<file path="src/rtl/fetch_pkg.sv">
// Shared constants, FSM state type and queue entry layout for the instruction fetch unit.
package fetch_pkg;

  localparam logic [31:0] RESET_PC_DEFAULT = 32'h003F_FFFC;
  localparam logic [31:0] PC_INCR          = 32'd4;

  typedef enum logic [1:0] {
    IDLE = 2'd0,
    REQ  = 2'd1,
    WAIT = 2'd2
  } fetch_state_t;

  typedef struct packed {
    logic [31:0] pc;
    logic [31:0] inst;
  } fetch_entry_t;

endpackage

</file>
<file path="src/rtl/instr_fetch_unit_if.sv">
// Instruction-memory request/response channel and decode-side instruction handshake.
interface instr_fetch_unit_if;

  logic        imem_req_valid;
  logic [31:0] imem_req_addr;
  logic        imem_req_ready;
  logic        imem_rsp_valid;
  logic [31:0] imem_rsp_data;
  logic        inst_valid;
  logic        inst_ready;
  logic [31:0] inst_data;
  logic [31:0] inst_pc;

  modport master (
    output imem_req_valid, imem_req_addr,
    input  imem_req_ready,
    input  imem_rsp_valid, imem_rsp_data,
    output inst_valid, inst_data, inst_pc,
    input  inst_ready
  );

  modport slave (
    input  imem_req_valid, imem_req_addr,
    output imem_req_ready,
    output imem_rsp_valid, imem_rsp_data,
    input  inst_valid, inst_data, inst_pc,
    output inst_ready
  );

endinterface

</file>
<file path="src/rtl/fetch_queue.sv">
// Small synchronous FIFO of fetched {pc, inst} pairs; flush beats push, a pop in the flush cycle still completes.
module fetch_queue
  import fetch_pkg::*;
#(
  parameter int DEPTH = 2
) (
  input  logic                       clk,
  input  logic                       rst,
  input  logic                       push,
  input  fetch_entry_t               push_entry,
  input  logic                       pop,
  input  logic                       flush,
  output fetch_entry_t               head,
  output logic                       full,
  output logic                       empty,
  output logic [$clog2(DEPTH+1)-1:0] count
);

  localparam int PTR_W = $clog2(DEPTH);
  localparam int CNT_W = $clog2(DEPTH + 1);

  fetch_entry_t     mem [DEPTH];
  logic [PTR_W-1:0] rd_ptr;
  logic [PTR_W-1:0] wr_ptr;
  logic             do_push;
  logic             do_pop;

  assign empty   = (count == '0);
  assign full    = (count == CNT_W'(DEPTH));
  assign head    = mem[rd_ptr];
  assign do_push = push && (!full || pop);
  assign do_pop  = pop && !empty;

  always_ff @(posedge clk) begin
    if (rst || flush) begin
      rd_ptr <= '0;
      wr_ptr <= '0;
      count  <= '0;
    end else begin
      if (do_push) wr_ptr <= PTR_W'(wr_ptr + 1'b1);
      if (do_pop)  rd_ptr <= PTR_W'(rd_ptr + 1'b1);
      count <= count + CNT_W'(do_push) - CNT_W'(do_pop);
    end
  end

  // Storage carries no reset; the head is masked by empty at the top level.
  always_ff @(posedge clk) begin
    if (do_push && !flush) mem[wr_ptr] <= push_entry;
  end

endmodule

</file>
<file path="src/rtl/instr_fetch_unit.sv">
// Fetch stage: drives next PC, issues one imem read at a time, queues results for decode.
// Optional FETCH_ALIGN_CHECK_EN adds a sticky fetch_misaligned flag and blocks misaligned fetches.
module instr_fetch_unit
  import fetch_pkg::*;
#(
  parameter logic [31:0] RESET_PC  = RESET_PC_DEFAULT,
  parameter int          BUF_DEPTH = 2
) (
  input  logic               clk,
  input  logic               reset,
  input  logic [31:0]        pc,
  output logic [31:0]        pc_next,
  input  logic               redirect_valid,
  input  logic [31:0]        redirect_pc,
`ifdef FETCH_ALIGN_CHECK_EN
  output logic               fetch_misaligned,
`endif
  instr_fetch_unit_if.master bus
);

  localparam int CNT_W = $clog2(BUF_DEPTH + 1);

  fetch_state_t     state;
  logic             discard;
  logic [31:0]      req_pc;
  logic             align_ok;
  logic             accept;
  logic             push;
  logic             pop;
  logic             flush;
  logic             full;
  logic             empty;
  logic [CNT_W-1:0] count;
  logic [CNT_W:0]   occ_next;
  logic             space_after;
  fetch_entry_t     head;
  fetch_entry_t     push_entry;

`ifdef FETCH_ALIGN_CHECK_EN
  assign align_ok = (pc[1:0] == 2'b00);
`else
  assign align_ok = 1'b1;
`endif

  assign bus.imem_req_valid = !reset && (state == REQ) && align_ok;
  assign bus.imem_req_addr  = {pc[31:2], 2'b00};
  assign accept             = bus.imem_req_valid && bus.imem_req_ready;

  assign bus.inst_valid = !reset && !empty;
  assign bus.inst_data  = bus.inst_valid ? head.inst : 32'd0;
  assign bus.inst_pc    = bus.inst_valid ? head.pc   : 32'd0;

  assign pop        = bus.inst_valid && bus.inst_ready;
  assign flush      = redirect_valid && !reset;
  assign push       = !reset && (state == WAIT) && bus.imem_rsp_valid && !discard && !redirect_valid;
  assign push_entry = '{pc: req_pc, inst: bus.imem_rsp_data};

  assign occ_next    = {1'b0, count} + (CNT_W+1)'(push) - (CNT_W+1)'(pop);
  assign space_after = (occ_next < (CNT_W+1)'(BUF_DEPTH));

  always_comb begin
    pc_next = pc;
    if (reset)               pc_next = RESET_PC;
    else if (redirect_valid) pc_next = redirect_pc;
    else if (accept)         pc_next = pc + PC_INCR;
  end

  fetch_queue #(.DEPTH(BUF_DEPTH)) u_queue (
    .clk        (clk),
    .rst        (reset),
    .push       (push),
    .push_entry (push_entry),
    .pop        (pop),
    .flush      (flush),
    .head       (head),
    .full       (full),
    .empty      (empty),
    .count      (count)
  );

  // Redirect overrides every state; discard marks the one in-flight response as stale.
  always_ff @(posedge clk) begin
    if (reset) begin
      state   <= IDLE;
      discard <= 1'b0;
    end else if (redirect_valid) begin
      case (state)
        REQ: begin
          if (accept) begin
            state   <= WAIT;
            discard <= 1'b1;
          end else begin
            state <= IDLE;
          end
        end
        WAIT: begin
          if (bus.imem_rsp_valid) begin
            state   <= IDLE;
            discard <= 1'b0;
          end else begin
            discard <= 1'b1;
          end
        end
        default: state <= IDLE;
      endcase
    end else begin
      case (state)
        IDLE: if (!full && align_ok) state <= REQ;
        REQ:  if (accept) state <= WAIT;
        WAIT: begin
          if (bus.imem_rsp_valid) begin
            discard <= 1'b0;
            state   <= space_after ? REQ : IDLE;
          end
        end
        default: state <= IDLE;
      endcase
    end
  end

  always_ff @(posedge clk) begin
    if (accept) req_pc <= bus.imem_req_addr;
  end

`ifdef FETCH_ALIGN_CHECK_EN
  always_ff @(posedge clk) begin
    if (reset || redirect_valid) fetch_misaligned <= 1'b0;
    else if (((state == IDLE) || (state == REQ)) && !align_ok) fetch_misaligned <= 1'b1;
  end
`endif

endmodule

</file>
<file path="src/flat_wrapper.sv">
// flat-port wrapper written by rule: the top's interface ports become plain ports
module instr_fetch_unit_flat import fetch_pkg::*;
#(
  parameter logic [31:0] RESET_PC  = RESET_PC_DEFAULT,
  parameter int          BUF_DEPTH = 2
)
  (clk, reset, pc, pc_next, redirect_valid, redirect_pc, bus_imem_req_valid, bus_imem_req_addr, bus_imem_req_ready, bus_imem_rsp_valid, bus_imem_rsp_data, bus_inst_valid, bus_inst_data, bus_inst_pc, bus_inst_ready);
  instr_fetch_unit_if bus_i ();
  input  logic clk;
  input  logic reset;
  input  logic [31:0] pc;
  output logic [31:0] pc_next;
  input  logic redirect_valid;
  input  logic [31:0] redirect_pc;
  output wire logic [$bits(bus_i.imem_req_valid)-1:0] bus_imem_req_valid;
  output wire logic [$bits(bus_i.imem_req_addr)-1:0] bus_imem_req_addr;
  input wire logic [$bits(bus_i.imem_req_ready)-1:0] bus_imem_req_ready;
  input wire logic [$bits(bus_i.imem_rsp_valid)-1:0] bus_imem_rsp_valid;
  input wire logic [$bits(bus_i.imem_rsp_data)-1:0] bus_imem_rsp_data;
  output wire logic [$bits(bus_i.inst_valid)-1:0] bus_inst_valid;
  output wire logic [$bits(bus_i.inst_data)-1:0] bus_inst_data;
  output wire logic [$bits(bus_i.inst_pc)-1:0] bus_inst_pc;
  input wire logic [$bits(bus_i.inst_ready)-1:0] bus_inst_ready;
  assign bus_imem_req_valid = bus_i.imem_req_valid;
  assign bus_imem_req_addr = bus_i.imem_req_addr;
  assign bus_i.imem_req_ready = bus_imem_req_ready;
  assign bus_i.imem_rsp_valid = bus_imem_rsp_valid;
  assign bus_i.imem_rsp_data = bus_imem_rsp_data;
  assign bus_inst_valid = bus_i.inst_valid;
  assign bus_inst_data = bus_i.inst_data;
  assign bus_inst_pc = bus_i.inst_pc;
  assign bus_i.inst_ready = bus_inst_ready;
  instr_fetch_unit #(.RESET_PC(RESET_PC), .BUF_DEPTH(BUF_DEPTH)) u_core (.clk(clk), .reset(reset), .pc(pc), .pc_next(pc_next), .redirect_valid(redirect_valid), .redirect_pc(redirect_pc), .bus(bus_i));
endmodule
</file>
<file path="config.mk">
export PLATFORM = sky130hd
export DESIGN_NAME = instr_fetch_unit_flat
export DESIGN_NICKNAME = d
export VERILOG_FILES = /design/src/rtl/fetch_pkg.sv /design/src/rtl/instr_fetch_unit_if.sv /design/src/rtl/fetch_queue.sv /design/src/rtl/instr_fetch_unit.sv /design/src/flat_wrapper.sv
export SDC_FILE = /design/constraint.sdc
export NUM_CORES = 1
export LEC_CHECK = 0
export BUFFER_PORTS_ARGS = -buffer_cell sky130_fd_sc_hd__buf_4
export CAP_MARGIN = 20
export CELL_PAD_IN_SITES_DETAIL_PLACEMENT = 1
export CELL_PAD_IN_SITES_GLOBAL_PLACEMENT = 2
export CORE_MARGIN = 2
export CORE_UTILIZATION = 38
export CTS_CLUSTER_DIAMETER = 80
export DETAILED_ROUTE_END_ITERATION = 8
export PLACE_DENSITY_LB_ADDON = 0.15
export SYNTH_ARGS = -nofsm -noshare
export SYNTH_HDL_FRONTEND = slang
export SYNTH_HIERARCHICAL = 1
export SYNTH_SLANG_ARGS = --single-unit
</file>
<file path="constraint.sdc">
create_clock -name clk -period 14.5 [get_ports clk]
set_input_delay 2.175 -clock clk [delete_from_list [all_inputs] [get_ports clk]]
set_output_delay 2.175 -clock clk [all_outputs]
set_load 0.02 [all_outputs]
</file>
# Word level (Yosys, flattened, before mapping)
# Memory sizes are Yosys's and may differ from the RTL's. A register that Yosys moved wholly into a read port is not among the register bits.
# Cells that the tools add are included.
totals:
  ff_bits: 37
  ramBits: 124
  input_bits: 102
  output_inout_bits: 130
  elab_cells: 73
  n_memories: 1
memory_table:
  columns: ["memory", "depth", "word_bits", "rd", "rd_ports_with_merged_regs", "write_ports", "line_no", "rtl"]
  rows:
  - ["u_core.u_queue.mem", 2, 62, 1, 1, 1, "fetch_queue.sv:22", "fetch_entry_t mem [DEPTH];"]
classes:
  n_addsub: 7
  n_lt_le_gt_ge: 1
  n_eq_ne: 7
  n_mux: 24
  n_reduce_logical: 27
op_table:
  columns: ["operator", "count"]
  rows:
  - ["32-bit two-way mux", 5]
  - ["32-bit by 3-bit adder with 32-bit output (second input constant)", 1]
  - ["1-bit logical AND", 12]
  - ["2-bit two-way mux", 6]
  - ["1-bit two-way mux", 10]
  - ["1-bit logical NOT", 6]
  - ["3-bit by 2-bit inequality test with 1-bit output (second input constant)", 2]
  - ["2-bit case mux with 3 select lines", 1]
  - ["2-bit nonzero test", 3]
  - ["2-bit == test (second input constant)", 2]
  - ["2-bit logical NOT", 2]
  - ["2-bit case mux with 2 select lines", 1]
  - ["4-bit AND reduction", 1]
  - ["2-bit by 1-bit adder with 3-bit output", 1]
  - ["3-bit by 2-bit less-than comparator with 1-bit output (second input constant)", 1]
  - ["3-bit inequality test (second input constant)", 1]
  - ["3-bit AND reduction", 1]
  - ["3-bit by 1-bit subtractor with 3-bit output", 1]
  - ["1-bit adder (second input constant)", 2]
  - ["2-bit by 1-bit adder with 2-bit output", 1]
  - ["2-bit by 1-bit == test with 1-bit output (second input constant)", 1]
  - ["1-bit logical OR", 2]
  - ["2-bit inequality test (second input constant)", 1]
  - ["1-bit case mux with 2 select lines", 1]
  - ["2-bit by 1-bit subtractor with 2-bit output", 1]

# Longest topological paths before layout
logic_depth:
  depth_word: 12
  depth_mapped: 11
  mapped_depth_nobuf: 10

# Modules after synthesis
# Netlist, hierarchy kept.
by_module_without_submodules:
  columns: ["module", "instances", "cells_per_inst", "area_each_um2", "seq_area_each_um2"]
  rows:
  - ["fetch_queue", 1, 225, 5166.2, 3943.8]
  - ["instr_fetch_unit", 1, 352, 2975.4, 960.9]

# Worst setup path before layout
# Ideal clock, no wire load.
synth_path:
  path_type: "input-to-reg"
  from: "input reset"
  to: "memory u_core/u_queue/mem[1][0] (netlist name) (enable)"
  arrival_time_ns: 7.763
  t_required_ns: 13.922
  slack_ns: 6.159
  stages: 6
  path_cell_list: "buf_6 > or2_2 > clkbuf_1 > nor3_1 > o21ai_2 > nor3b_1"
synth_via:
  elab_chain_len: 9
  elab_cells_between_ends: 14
  cone_classes: "mux: 2; reduce/logical: 12"
synth_lines:
  columns: ["element", "line_no", "rtl"]
  rows:
  - ["from (decl)", "flat_wrapper.sv:10", "input logic reset;"]
  - ["1-bit logical NOT", "instr_fetch_unit.sv:55", "assign push = !reset && (state == WAIT) && bus.imem_rsp_valid && !discard && !redirect_valid;"]
  - ["1-bit logical AND (4 in series)", "instr_fetch_unit.sv:55", null]
  - ["named net u_core.push", "instr_fetch_unit.sv:28", "logic push;"]
  - ["1-bit logical AND", "fetch_queue.sv:31", "assign do_push = push && (!full || pop);"]
  - ["1-bit logical AND", "fetch_queue.sv:48", "if (do_push && !flush) mem[wr_ptr] <= push_entry;"]
  - ["1-bit two-way mux", "fetch_queue.sv:48", null]
  - ["1-bit two-way mux (not written as such)", "fetch_queue.sv:48", null]
  - ["to (decl)", "fetch_queue.sv:22", null]
# The timed path passes the listed nets, and every way through them passes these cells.

# Final worst setup path
layout_path:
  from: "input reset"
  to: "output pc_next[25]"
layout_via:
  elab_chain_len: 6
layout_lines:
  columns: ["element", "line_no", "rtl"]
  rows:
  - ["1-bit logical NOT", "instr_fetch_unit.sv:45", "assign bus.imem_req_valid = !reset && (state == REQ) && align_ok;"]
  - ["1-bit logical AND", "instr_fetch_unit.sv:45", null]
  - ["1-bit logical AND", "instr_fetch_unit.sv:47", "assign accept = bus.imem_req_valid && bus.imem_req_ready;"]
  - ["32-bit two-way mux", "instr_fetch_unit.sv:65", "else if (accept) pc_next = pc + PC_INCR;"]
  - ["32-bit two-way mux", "instr_fetch_unit.sv:64", "else if (redirect_valid) pc_next = redirect_pc;"]
  - ["32-bit two-way mux *", "instr_fetch_unit.sv:63", "if (reset) pc_next = RESET_PC;"]
  - ["to (decl)", "flat_wrapper.sv:12", "output logic [31:0] pc_next;"]
# Mark *: on every way between the ends. The rest lies on a longest branch, timed or not.

==> flow_metrics.env <==
export IMPL_relSlewSlack=0.2961
export IMPL_core_um2=21020
export IMPL_crit_path_frequent_cell="buf_4"
export IMPL_synthCells=577
export IMPL_synthFlopType="edfxtp_1"
export IMPL_cts_buffer_depth=2
export IMPL_drv_slew=0
export IMPL_setup_violations_final=0
export IMPL_worstMarginPinSlew_ns=1.056
export IMPL_setup_worst_path_end_class="output pin"
export IMPL_cts_sinks=166
export IMPL_clkLatencyLatePin_ns=0.42
export IMPL_finalHoldViolCount=0
export IMPL_track_usage=0.1720
export IMPL_cap_viol_max_count=0
export IMPL_synth_simple_area_share=0.1380
export IMPL_critPathMaxFanout=38
export IMPL_p_leak_nw=4.026
export IMPL_vdd_drop_max_mv=0.06462
export IMPL_pin_count=232
export IMPL_final_common_cell="buf_4"
export IMPL_max_stage_delay_ns=0.50
export IMPL_cts_root_buf="clkbuf_16"
export IMPL_syn_area_um2=8142
export IMPL_rsz0062_at_grt="no"
export IMPL_ys_ff_latch=166
export IMPL_path_class="in -> out"
export IMPL_async_reset_ff_frac=0
export IMPL_max_freq_mhz=145.0
export IMPL_critical_path_top_delay_family="buffers and inverters"
export IMPL_nets=883
export IMPL_vias=5297
export IMPL_num_antenna_cells=0
export IMPL_synth_top_family_by_area="simple AND/OR/NAND/NOR gates"
export IMPL_setup_tns_ns=0
export IMPL_first_pass_iters=4
export IMPL_cts_buffers=17
export IMPL_crit_start="reset"
export IMPL_power_density_nw_per_um2=102.4
export IMPL_cts_hold_buf=0
export IMPL_skew_ns=0.01186
export IMPL_min_period_ns=6.897
export IMPL_yosysSeqAreaShare=0.6024
export IMPL_yosysUniqueCellTypes=59
export IMPL_syn_area_per_cell_um2=14.11
export IMPL_port_buffers=229
export IMPL_routed_wl_um=19770
export IMPL_synthMuxAreaShare=0.1237
export IMPL_start_util=0.3873
export IMPL_synth_xor_area_frac=0.01076
export IMPL_synth_fa_ha_area_frac=0.008606
export IMPL_fillers=2174
export IMPL_antenna_found_initial=0
export IMPL_drtAntennaViolNets=0
export IMPL_final_cell_mix="buf_4 (235), edfxtp_1 (158), and2_1 (69), mux2_4 (60), nor2_1 (31)"
export IMPL_reg2reg_from="u_core/u_queue/count[1]"
export IMPL_cp_buffers_inverters=4
export IMPL_syn_to_final_growth_pct=27.99
export IMPL_cts_resized_gates=0
export IMPL_status="completed"
export IMPL_routedWlPerCell_um=18.58
export IMPL_grt_pass1_wl_um=29590
export IMPL_synth_edf_count=158
export IMPL_crit_chain="buf_4, nand4bb_1, clkinv_1, buf_4, and4_1, a211oi_1, a2111oi_0, buf_4"
export IMPL_finalNonFillerCells=1064
export IMPL_htree_num_levels=4
export IMPL_grt_remaining_overflow=0
export IMPL_die_x_um=150.4
export IMPL_path_clk_slew_ns=0.06
export IMPL_period_share=0.4756
export IMPL_drc=0
export IMPL_cts_setup_buffers=0
export IMPL_drive_above_1_share=0.4322
export IMPL_final_core_util=0.4957
export IMPL_required_ns=12.32
export IMPL_hold_start="u_core/req_pc[26]"
export IMPL_grt_start_max_net_pins=67
export IMPL_slowest_stage="nand4bb_1"
export IMPL_place_gp_congestion=0.7931
export IMPL_cts_tree="built"
export IMPL_grt_pass1_vias=5490
export IMPL_viasPerCell=4.978
export IMPL_critPathArrivalTime_ns=4.72
export IMPL_place_hpwl_um=13920
export IMPL_die_height_um=150.4
export IMPL_drtIter0Drc=252
export IMPL_dieArea_um2=22610
export IMPL_hold_class="reg -> reg"
export IMPL_yosysWarnings=6
export IMPL_fp_row_count=53
export IMPL_synth_compound_area_frac=0.05241
export IMPL_cp_start_kind="primary input"
export IMPL_dp_cells=1032
sequential cells by signal, indices dropped and copies added (netlist names), named ones only:
register and cells:
u_core/discard 1, u_core/req_pc 30, u_core/state 2, u_core/u_queue/count 2, u_core/u_queue/mem 128, u_core/u_queue/rd_ptr 1
u_core/u_queue/wr_ptr 1
where the power goes:
group / switching (mW) / leakage [nW] / internal (mW)
sequential: 0.00104 / 1.49 / 0.525
clock: 0.176 / 0.284 / 0.277
combinational: 0.0489 / 2.25 / 0.0390
cells in the mapped netlist, types with 3 or more instances:
master | number | area share
nand2_1 | 14 | 0.0065
nand4_1 | 10 | 0.0077
a21oi_1 | 8 | 0.0049
xnor2_1 | 7 | 0.0075
nor4_1 | 3 | 0.0023
mux2i_1 | 5 | 0.0061
nand3_1 | 14 | 0.0086
and3_1 | 3 | 0.0023
or4_1 | 7 | 0.0065
inv_1 | 12 | 0.0055
buf_6 | 4 | 0.0055
a31oi_1 | 10 | 0.0077
a211oi_1 | 3 | 0.0028
a21o_1 | 3 | 0.0028
mux2_4 | 60 | 0.11
o31ai_1 | 6 | 0.0055
mux2_2 | 5 | 0.0069
buf_4 | 32 | 0.030
o211ai_1 | 3 | 0.0028
a2111oi_0 | 3 | 0.0032
ha_1 | 4 | 0.0061
buf_12 | 6 | 0.015
o21ai_0 | 8 | 0.0049
nor2_1 | 32 | 0.015
dfxtp_1 | 8 | 0.020
nor3_1 | 11 | 0.0068
clkbuf_1 | 17 | 0.0078
xor2_1 | 3 | 0.0032
edfxtp_1 | 158 | 0.58
and4_1 | 6 | 0.0065
a311oi_1 | 3 | 0.0032
or3_1 | 7 | 0.0054
nand2b_1 | 6 | 0.0046
and2_1 | 69 | 0.053
routing by layer:
metal | vias up | routed length, um | track usage
li1 | 2519 | - | -
met1 | 2583 | 8691 | 0.2235
met2 | 176 | 9597 | 0.2886
met3 | 19 | 1218 | 0.03909
met4 | 0 | 265 | 0.04906
met5 | - | 0 | 0
cell type report:
| cell class | count | area, um^2 | share of cell area |
|---|---|---|---|
| inverters | 12 | 45.04 | 0.004323 |
| clock buffers | 21 | 450.4 | 0.04323 |
| repair buffers | 235 | 1764 | 0.1693 |
| clock inverters | 11 | 152.6 | 0.01465 |
| flip-flops and latches | 166 | 4908 | 0.4711 |
| well taps | 275 | 344.1 | 0.03302 |
| multi-input cells | 344 | 2755 | 0.2644 |
worst paths after layout:
path	end	slack (ns)	cells past startpoint
max	pc_next[25]	7.60	8
min	u_core/u_queue/mem[1][58]	0.44	0
max reg2reg	u_core/u_queue/mem[0][38]	11.16	7
min reg2reg	u_core/u_queue/mem[1][58]	0.44	0
through the flow:
stage / cell area [um^2] / hold WS (ns) / worst slack, ns / power [mW]
6_report: 10420 / 0.4435 / 7.603 / 1.067
5_1_grt: 10420 / 0.4565 / 7.362 / 1.102
4_1_cts: 10420 / 0.4458 / 7.607 / 1.079
3_5_place_dp: 9817 / 0.4329 / 7.627 / 0.6243
3_3_place_gp: 9817 / 0.4237 / 7.659 / 0.6230
2_1_floorplan: 8160 / 0.4215 / 6.159 / 0.5765
kinds of logic (layout without fill, tap and decap cells):
logic type,count (synthesis),in the layout
AOI/OAI and AO/OA,60,60
muxes,70,70
buffers and inverters,72,279
and+or+nand+nor,193,193
other,1,6
xor gates and xnor gates,10,10
DFF,166,166
adders and majority gates,5,5
worst register-to-register path: cells and delay by family (launching register included):
| family | cells | cell delay [ns] |
|---|---|---|
| compound gates | 1 | 0.14 |
| buf+inv | 2 | 1.20 |
| flops | 1 | 0.49 |
| simple gates | 4 | 1.09 |
Note: power is estimated with default switching activity, not from simulation.
